**src/rtl/mmul_pkg.sv**
```systemverilog
`default_nettype none
// ---------------------------------------------------------------------------
// mmul_pkg : shared types and constant helpers for the matmul index arbiter
// Revision : 1.0
// ---------------------------------------------------------------------------
package mmul_pkg;

  // DONE is entered on the final step and left only by clear or reset.
  typedef enum logic {
    ST_RUN  = 1'b0,
    ST_DONE = 1'b1
  } arb_state_e;

  function automatic int idx_w(input int dim);
    return (dim > 1) ? $clog2(dim) : 1;
  endfunction

  function automatic bit dims_ok(input int ra, input int ca, input int rb, input int cb);
    return (ca == rb) && (ra >= 1) && (ca >= 1) && (rb >= 1) && (cb >= 1);
  endfunction

  function automatic int total_steps(input int ra, input int cb, input int ca);
    return ra * cb * ca;
  endfunction

  function automatic int cnt_w(input int ra, input int cb, input int ca);
    int t;
    t = total_steps(ra, cb, ca);
    return (t > 0) ? $clog2(t + 1) : 1;
  endfunction

endpackage
`default_nettype wire

```
**src/rtl/mmul_validator.sv**
```systemverilog
`default_nettype none
// ---------------------------------------------------------------------------
// mmul_validator : static conformability check of the A and B dimensions
// Revision : 1.0
// ---------------------------------------------------------------------------
module mmul_validator
  import mmul_pkg::*;
#(
  parameter int RA = 2,
  parameter int CA = 2,
  parameter int RB = 2,
  parameter int CB = 2
) (
  output logic valid
);

  assign valid = dims_ok(RA, CA, RB, CB);

endmodule
`default_nettype wire

```
**src/rtl/mmul_index_arbiter.sv**
```systemverilog
`default_nettype none
// ---------------------------------------------------------------------------
// mmul_index_arbiter : row-major (i, j, k) step sequencer for the MAC datapath
// Optional step counter output enabled by MMUL_ARB_PROGRESS_EN.
// Revision : 1.0
// ---------------------------------------------------------------------------
module mmul_index_arbiter
  import mmul_pkg::*;
#(
  parameter int RA = 2,
  parameter int CA = 2,
  parameter int RB = 2,
  parameter int CB = 2
) (
  input  logic                        clk,
  input  logic                        rst_n,
  input  logic                        enable,
  input  logic                        clear,
  output logic                        valid,
  output logic [idx_w(RA)-1:0]        i,
  output logic [idx_w(CB)-1:0]        j,
  output logic [idx_w(CA)-1:0]        k,
  output logic                        fire,
  output logic                        acc_first,
  output logic                        acc_last,
  output logic                        completed
`ifdef MMUL_ARB_PROGRESS_EN
  ,
  output logic [cnt_w(RA,CB,CA)-1:0]  step_cnt
`endif
);

  localparam int IW_I = idx_w(RA);
  localparam int IW_J = idx_w(CB);
  localparam int IW_K = idx_w(CA);

  // Last-index values clamp at 0 so degenerate dimensions still elaborate.
  localparam int IL = (RA > 1) ? RA - 1 : 0;
  localparam int JL = (CB > 1) ? CB - 1 : 0;
  localparam int KL = (CA > 1) ? CA - 1 : 0;
  localparam logic [IW_I-1:0] I_LAST = IL[IW_I-1:0];
  localparam logic [IW_J-1:0] J_LAST = JL[IW_J-1:0];
  localparam logic [IW_K-1:0] K_LAST = KL[IW_K-1:0];

  arb_state_e        state_q, state_d;
  logic [IW_I-1:0]   i_q, i_d;
  logic [IW_J-1:0]   j_q, j_d;
  logic [IW_K-1:0]   k_q, k_d;

  mmul_validator #(
    .RA (RA),
    .CA (CA),
    .RB (RB),
    .CB (CB)
  ) u_validator (
    .valid (valid)
  );

  assign fire      = enable & valid & (state_q == ST_RUN) & ~clear;
  assign acc_first = fire & (k_q == '0);
  assign acc_last  = fire & (k_q == K_LAST);
  assign completed = (state_q == ST_DONE);
  assign i         = i_q;
  assign j         = j_q;
  assign k         = k_q;

  always_comb begin
    state_d = state_q;
    i_d     = i_q;
    j_d     = j_q;
    k_d     = k_q;
    if (clear) begin
      state_d = ST_RUN;
      i_d     = '0;
      j_d     = '0;
      k_d     = '0;
    end else if (fire) begin
      if (k_q != K_LAST) begin
        k_d = k_q + IW_K'(1);
      end else begin
        k_d = '0;
        if (j_q != J_LAST) begin
          j_d = j_q + IW_J'(1);
        end else begin
          j_d = '0;
          if (i_q != I_LAST) begin
            i_d = i_q + IW_I'(1);
          end else begin
            i_d     = '0;
            state_d = ST_DONE;
          end
        end
      end
    end
  end

  always_ff @(posedge clk or negedge rst_n) begin
    if (!rst_n) begin
      state_q <= ST_RUN;
      i_q     <= '0;
      j_q     <= '0;
      k_q     <= '0;
    end else begin
      state_q <= state_d;
      i_q     <= i_d;
      j_q     <= j_d;
      k_q     <= k_d;
    end
  end

`ifdef MMUL_ARB_PROGRESS_EN
  localparam int CW    = cnt_w(RA, CB, CA);
  localparam int TOTAL = total_steps(RA, CB, CA);
  localparam logic [CW-1:0] CNT_MAX = TOTAL[CW-1:0];

  logic [CW-1:0] cnt_q, cnt_d;

  always_comb begin
    cnt_d = cnt_q;
    if (clear) begin
      cnt_d = '0;
    end else if (fire && (cnt_q != CNT_MAX)) begin
      cnt_d = cnt_q + CW'(1);
    end
  end

  always_ff @(posedge clk or negedge rst_n) begin
    if (!rst_n) begin
      cnt_q <= '0;
    end else begin
      cnt_q <= cnt_d;
    end
  end

  assign step_cnt = cnt_q;
`endif

endmodule
`default_nettype wire

```
**config.mk**
```make
export PLATFORM = sky130hd
export DESIGN_NAME = mmul_index_arbiter
export DESIGN_NICKNAME = d
export VERILOG_FILES = /design/src/rtl/mmul_pkg.sv /design/src/rtl/mmul_validator.sv /design/src/rtl/mmul_index_arbiter.sv
export SDC_FILE = /design/constraint.sdc
export NUM_CORES = 1
export LEC_CHECK = 0
export CELL_PAD_IN_SITES_DETAIL_PLACEMENT = 0
export CELL_PAD_IN_SITES_GLOBAL_PLACEMENT = 2
export CORE_AREA = 2 2 39 41
export CTS_BUF_LIST = sky130_fd_sc_hd__clkbuf_4 sky130_fd_sc_hd__clkbuf_8
export DETAILED_ROUTE_END_ITERATION = 8
export DIE_AREA = 0 0 41 43
export PLACE_DENSITY_LB_ADDON = 0.1
export RECOVER_POWER = 100
export SETUP_SLACK_MARGIN = 0.2
export SYNTH_ARGS = -nofsm -noshare
export SYNTH_HDL_FRONTEND = slang
export SYNTH_HIERARCHICAL = 1
export SYNTH_SLANG_ARGS = --single-unit
```
**constraint.sdc**
```tcl
create_clock -name clk -period 1.1 [get_ports clk]
set_input_delay 0.22 -clock clk [delete_from_list [all_inputs] [get_ports clk]]
set_output_delay 0.22 -clock clk [all_outputs]
set_load 0.02 [all_outputs]
```
==> flow_summary.ini, run 1 <==
[outcome]
status = finished with violations
violations = setup timing

[placed_design]
dp_hpwl_um = 417.8
numPortBuffers = 10
gp_congestion = 0.6658

[sta]
layout_min_cycle_time_ns = 1.428
hold_viol_final = 0
min_period_over_period_pct = 129.8
rsz0062_at_grt = yes
maxSlewViolCount = 0
clock.fmax_ghz = 0.7003
hold_slack_ns = 0.2500
finalSetupTns_ns = -1.176
setup_violations = 8
fin_skew_ns = 0.007314
fin_ws_ns = -0.3280

[setup_path]
crit_fanout = 4
cp-start-kind = flop
reg2reg_from = completed
end_kind = output pin
r2r_slack_ns = -0.06
r2r-end = k
crit_type = flop to output pin
r2r_cells = 4
arrival_ns = 1.21
required_ns = 0.88

[final_layout]
fin_nets = 51
final_common_cell = buf_4
drive_gt1_share_pct = 71.74
fillers = 155
num_antenna_cells = 0
area_growth_pct = 139.4
mostFrequentLayoutCells = buf_4, buf_6, clkbuf_4

[global_routing]
grt_max_degree = 6
grtUsageTotal_pct = 7.669
grt_pass1_wl_um = 869
overflow = 0
antenna_found_initial = 0
grt_pass1_vias = 230

[detailed_routing]
via_per_inst = 3.597
antenna_left = 0
drcViolationCount = 0
wire_per_inst_um = 8.403
vias = 223
routed_wl_um = 521
first_iter_violations = 0
first_pass_iters = 1

[clock_network]
ctsHoldBuffers = 0
clk_pin_slew_worst_paths_ns = 0.04
numCtsBuffers = 3
clock-sinks = 4
clkLatencyLatePin_ns = 0.23
htreeDepth = 1
cts_root_buffer = clkbuf_4
cts_tree = done
cts.path.max_buffers = 2

[synthesis]
ys_ff_latch = 4
synth_cell_types = 15
syn_area_per_cell_um2 = 9.831
ys_top_cells_by_area = dfrtp_1, nor2_1, and4b_2
yosysTopAreaCell = dfrtp_1
syn_nets = 25
synth_top_area_share_pct = 48.48
netlist_area_um2 = 206.4
ys.warnings.count = 6
syn_inst = 21
ys_seq_area_share_pct = 48.48

[floorplan]
start_util_pct = 14.92
die-height_um = 43
coreArea_mm2 = 0.001384
io-pin-count = 12
dieArea_mm2 = 0.001763
num_rows = 14
chipWidth_um = 41

[hold_path]
min_path_type = input pin to asynchronous set/reset pin

[flow_run]
cap_violations = 0

[pwr]
power-per-cell-area_mw_per_mm2 = 983.7
p_leak_nw = 0.2361
ir_drop_uv = 381.6
[power breakdown]
part	switching (mW)	internal, mW	leakage (nW)
logic	0.0494	0.0612	0.166
clock network	0.0592	0.161	0.0184
registers	0.00281	0.153	0.0519
total	0.111	0.375	0.236
[per-stage QoR]
stage / worst slack, ns / area (µm²) / instances / utilization (%) / total power [mW]
floorplan: -0.09134 / 230.2 / 21 / - / 0.1965
global placement: -0.7825 / 410.4 / 55 / 29.66 / 0.2553
detailed placement: -0.7820 / 410.4 / 55 / 29.66 / 0.2546
CTS: -0.3272 / 466.7 / 61 / 33.73 / 0.4973
global route: -0.3791 / 494.2 / 62 / 35.71 / 0.5164
finish: -0.3280 / 494.2 / 62 / 35.71 / 0.4862
[registers in the layout (all words and copies together), names as in the netlist]
| register | count |
|---|---|
| k | 1 |
| j | 1 |
| completed | 1 |
| i | 1 |
[per-layer routing]
layer / GRT usage (%) / share of wire [%] / up-vias / wire length [µm]
met5: 0 / 0 / - / 0
met3: 2.618 / 7.5 / 0 / 39
met1: 9.150 / 42 / 101 / 221
li1: - / - / 116 / -
met4: 10.00 / 0 / 0 / 0
met2: 8.750 / 50 / 6 / 261
[worst max-delay path by stage]
stage | startpoint | end | cells after the start
after floorplan | completed | acc_last | 2
after global placement | enable | acc_last | 4
after global routing | completed | acc_first | 3
after detailed placement | enable | acc_last | 4
after CTS | completed | acc_first | 3
final | completed | acc_last | 3
[kinds of logic after synthesis]
group,count (synthesis),synth area share [%]
other,1,1.816
AO/OA/AOI/OAI,1,3.032
XOR/XNOR,2,8.486
flip-flops,4,48.49
AND/OR/NAND/NOR,11,29.70
multiplexers,1,4.849
buffers and inverters,1,3.638
[area by class of cell]
| type | instances | area, µm² | share of cell area (%) |
|---|---|---|---|
| Clock buffer | 4 | 30.03 | 6.076 |
| Multi-Input combinational cell | 16 | 145.1 | 29.37 |
| Sequential cell | 4 | 102.6 | 20.76 |
| Tap cell | 16 | 20.02 | 4.051 |
| Timing Repair Buffer | 22 | 196.4 | 39.75 |
[cells in the mapped netlist]
library cell	count
a31oi_1	1
mux2i_1	1
nor3_1	1
nand3b_1	1
nand2_1	1
xnor2_1	1
nor2_1	4
or2_2	1
buf_4	1
nand2b_1	1
dfrtp_1	4
nor2b_1	1
and4b_2	1
conb_1	1
xor2_1	1
[critical path, cell delays in order, from the launching register on]
cell	delay, ns
dfrtp_2	0.41
and4b_2	0.30
nor2b_4	0.14
buf_6	0.11
[repair_timing]
item                                    in CTS  in global routing
gates resized for setup                     44                  5
endpoints found under the setup margin      11                 11
pin swaps                                    4                  2
buffers inserted                             2                  1
Power figures use the tool's default switching activity.
==> run 2, diff against run 1 <==
ABC_AREA = 1   (was default)
GPL_ROUTABILITY_DRIVEN = 0   (was default)
==> flow_summary.ini, run 2 <==
[clock_network]
clk_pin_slew_worst_paths_ns = 0.05
htreeDepth = 1
numCtsBuffers = 3
clkLatencyLatePin_ns = 0.25
ctsHoldBuffers = 0
cts.path.max_buffers = 2
clock-sinks = 4
cts_tree = done
cts_root_buffer = clkbuf_4

[final_layout]
fin_nets = 67
drive_gt1_share_pct = 70.97
sequential_cell_area_um2 = 102.6
area_growth_pct = 139.7
num_antenna_cells = 0
mostFrequentLayoutCells = buf_6, buf_4, nand2_1
fillers = 150
final_common_cell = buf_6
multi_input_area_um2 = 173.9

[synthesis]
ys_top_cells_by_area = dfrtp_1, nand2_1, nand3_2
netlist_area_um2 = 242.7
ys_seq_area_share_pct = 41.24
syn_inst = 33
synth_edf_count = 0
syn_nets = 37
synth_cell_types = 14
synth_ff_type = dfrtp_1
synth_top_area_share_pct = 41.24
yosysTopAreaCell = dfrtp_1
synth_most_common_cell = nand2_1
ys.warnings.count = 6
async_flop_share_pct = 100.0
synth_common_cells = nand2_1, dfrtp_1, inv_1, nor2_1
ys_ff_latch = 4
syn_area_per_cell_um2 = 7.356

[setup_path]
r2r_slack_ns = -0.15
crit_chain = inv_4 > nand3_4 > nor2_4 > buf_6
required_ns = 0.88
path_buf_inv = 2
r2r-end = j
r2r_cells = 7
critPathMaxStageDelay_ns = 0.42
cp.depth = 4
cp-start-kind = flop
crit_path_start = completed
end_kind = output pin
crit_type = flop to output pin
reg2reg_from = completed
critPathSlowestCell = dfrtp_2
arrival_ns = 1.07
crit_fanout = 2
cp-endpoint = acc_last
crit_family = flip-flops

[sta]
finalSetupTns_ns = -1.066
hold_slack_ns = 0.2525
maxSlewViolCount = 0
layout_min_cycle_time_ns = 1.289
setup_violations = 8
clock.fmax_ghz = 0.7760
hold_viol_final = 0
min_period_over_period_pct = 117.2
fin_skew_ns = 0.01245
fin_ws_ns = -0.1887
rsz0062_at_grt = yes

[global_routing]
grt_pass1_wl_um = 1276
overflow = 0
met3_usage_pct = 2.094
busiest_layer = met2
use_met2_pct = 16.88
grt_max_degree = 5
use_met1_pct = 12.38
grtUsageTotal_pct = 11.19
antenna_found_initial = 0
grt_pass1_vias = 321

[placed_design]
dp_hpwl_um = 526.4
dp_slack_ns = -0.7358
numPortBuffers = 10

[floorplan]
io-pin-count = 12
chipWidth_um = 41
coreArea_mm2 = 0.001384
dieArea_mm2 = 0.001763
die-height_um = 43
start_util_pct = 17.54
num_rows = 14

[detailed_routing]
via_per_inst = 4.038
first_iter_violations = 4
routed_wl_um = 748
drcViolationCount = 0
vias = 315
first_pass_iters = 2
wire_per_inst_um = 9.590
antenna_left = 0

[outcome]
violations = setup timing
status = finished with violations

[flow_run]
cap_violations = 0

[pwr]
ir_drop_uv = 332.8
power_uw = 619.6
power-per-cell-area_mw_per_mm2 = 1065
p_leak_nw = 0.2898

[hold_path]
min_path_type = input pin to asynchronous set/reset pin
run 2: per-stage QoR:
stage / cell area, µm² / util, % / instances
3_5_place_dp: 488.0 / 35.26 / 70
2_1_floorplan: 285.3 / - / 33
6_report: 581.8 / 42.04 / 78
4_1_cts: 565.5 / 40.87 / 76
5_1_grt: 581.8 / 42.04 / 78
3_3_place_gp: 488.0 / 35.26 / 70
run 2: worst min path at each step:
stage               startpoint        end  slack, ns  cells past startpoint
floorplan                rst_n  completed      -0.08                      0
global placement         rst_n          j       0.45                      1
finish                   rst_n          k       0.25                      1
global route             rst_n          k       0.27                      1
CTS                      rst_n          k       0.18                      1
detailed placement       rst_n          j       0.45                      1
run 2: what timing repair did:
action,CTS,global route
setup buffers,2,2
endpoints found under the hold margin,0,0
gates resized for setup,52,7
pin swaps,4,4
setup endpoints to repair,11,11
run 2: final cells by class:
cell class              count  share of cell area, %
clock buffers               4                  5.161
repair buffers             26                  40.21
flip-flops and latches      4                  17.63
well taps                  16                  3.441
inverters                   5                  3.656
multi-input cells          23                  29.89
run 2: cell families (layout without fill, tap and decap cells):
logic type / after synthesis / count (layout) / synth area share, %
simple gates: 21 / 21 / 43.30
buf+inv: 6 / 35 / 10.82
flops: 4 / 4 / 41.24
other cells: 1 / 1 / 1.545
compound gates: 1 / 1 / 3.094
run 2: routing by layer:
metal / vias to the layer above / routed length [µm]
met5: - / 0
met4: 0 / 15
met3: 2 / 40
met2: 9 / 440
met1: 147 / 252
li1: 157 / -
run 2: report_power, final:
group	leakage, nW	internal [mW]	switching (mW)
Combinational	0.221	0.103	0.108
Sequential	0.0504	0.165	0.00996
Clock	0.0184	0.161	0.0713
Total	0.290	0.430	0.190
==> run 3, diff against run 2 <==
GPL_TIMING_DRIVEN = 0   (was default)
==> flow_summary.ini, run 3 (synthesized netlist as in run 2, its figures left out) <==
[detailed_routing]
first_iter_violations = 5
drcViolationCount = 0
via_per_inst = 3.957
first_pass_iters = 4
vias = 277
antenna_left = 0
routed_wl_um = 726
wire_per_inst_um = 10.37

[final_layout]
fin_nets = 59
postLayoutCellArea_um2 = 498.0
num_antenna_cells = 0
mostFrequentLayoutCells = nand2_1, buf_6, buf_4
area_growth_pct = 105.2
drive_gt1_share_pct = 62.96
final_common_cell = nand2_1

[global_routing]
use_met2_pct = 14.37
met3_usage_pct = 1.571
grt_pass1_wl_um = 1138
grt_pass1_vias = 281
grt_max_degree = 6
busiest_layer = met2
grtUsageTotal_pct = 9.980
overflow = 0
antenna_found_initial = 0
use_met1_pct = 11.40

[outcome]
status = finished with violations
violations = setup timing

[setup_path]
end_kind = output pin
crit_fanout = 3
r2r_slack_ns = -0.03
required_ns = 0.88
cp-start-kind = flop
crit_type = flop to output pin
r2r-end = j
reg2reg_from = completed
r2r_cells = 6
arrival_ns = 1.07

[pwr]
pwr-share-seq_pct = 29.7
power-per-cell-area_mw_per_mm2 = 1199
p_leak_nw = 0.2470
p_sw_uw = 190.8
switching_share_pct = 31.95
power_uw = 597.1
clockPowerShare_pct = 39.7
p_int_uw = 406.3
ir_drop_uv = 315.6
comb_power_share_pct = 30.6

[floorplan]
coreArea_mm2 = 0.001384
die-height_um = 43
chipWidth_um = 41
io-pin-count = 12
start_util_pct = 17.54
num_rows = 14
dieArea_mm2 = 0.001763

[clock_network]
cts.path.max_buffers = 2
clk_pin_slew_worst_paths_ns = 0.05
htreeDepth = 1
cts_root_buffer = clkbuf_4
clkLatencyLatePin_ns = 0.25
clock-sinks = 4
numCtsBuffers = 3
cts_tree = done

[placed_design]
numPortBuffers = 10
dp_hpwl_um = 520.7
postPlaceCellArea_um2 = 405.4

[sta]
rsz0062_at_grt = yes
hold_viol_final = 0
fin_skew_ns = 0.009930
layout_min_cycle_time_ns = 1.289
clock.fmax_ghz = 0.7758
setup_violations = 6
maxSlewViolCount = 0
min_period_over_period_pct = 117.2
fin_ws_ns = -0.1890

[flow_run]
cap_violations = 0

[hold_path]
min_path_type = input pin to asynchronous set/reset pin
==> run 3: cell count changes in the layout (fill, tap and decap cells not counted), sizes merged <==
cell         previous run  this run
buf                    21        12
clkbuf                  6         8
dlygate4sd2             2         1
==> run 3: power groups by stage <==
stage | Clock [mW] | Sequential, mW | Combinational, mW
2_1_floorplan | 0 | 0.204 | 0.0654
3_3_place_gp | 0 | 0.185 | 0.155
3_5_place_dp | 0 | 0.185 | 0.155
4_1_cts | 0.232 | 0.177 | 0.191
5_1_grt | 0.243 | 0.179 | 0.197
6_report | 0.237 | 0.178 | 0.183
==> run 3: timing repair <==
action                     CTS  global route
setup endpoints to repair   11            11
pin swaps                    3             3
gates resized for setup     46             7
hold buffers                 0             0
setup buffers                5             2
==> run 3: layout make-up <==
| class | count | area, µm² |
|---|---|---|
| well taps | 16 | 20.02 |
| flip-flops and latches | 4 | 102.6 |
| clock buffers | 4 | 30.03 |
| repair buffers | 17 | 147.6 |
| inverters | 5 | 21.27 |
| multi-input cells | 23 | 168.9 |
| fillers | 160 | 885.9 |
| plain buffers | 1 | 7.507 |
==> run 3: per-stage QoR <==
stage	util (%)	setup TNS (ns)	setup slack (ns)	hold slack, ns	instances
6_report	35.99	-0.6125	-0.1890	0.2524	70
2_1_floorplan	-	0	0.05809	-0.07559	33
3_3_place_gp	29.29	-3.898	-0.8838	0.4445	59
5_1_grt	35.99	-0.8766	-0.2318	0.2654	70
4_1_cts	34.90	-0.6032	-0.2063	0.1891	68
3_5_place_dp	29.29	-4.018	-0.8982	0.4425	59
==> run 3: worst max-delay path, cell delays in order (launching register included) <==
cell and delay (ns):
dfrtp_2 0.42, inv_4 0.08, nand3_4 0.10, nor2_4 0.11, buf_6 0.12
==> run 3: worst max-delay path by stage <==
stage,end,slack (ns),start
after floorplan,j,0.06,completed
after global placement,acc_first,-0.88,clear
after detailed placement,acc_first,-0.90,clear
after CTS,acc_first,-0.21,completed
after global routing,acc_first,-0.23,completed
final,acc_first,-0.19,completed
==> run 3: layer usage <==
layer  up-vias  routed length, µm  part of all wire (%)
met5         -                  0                     0
met4         0                  9                   1.2
met3         2                 34                   4.7
met2         9                402                    55
met1       124                279                    38
li1        142                  -                     -
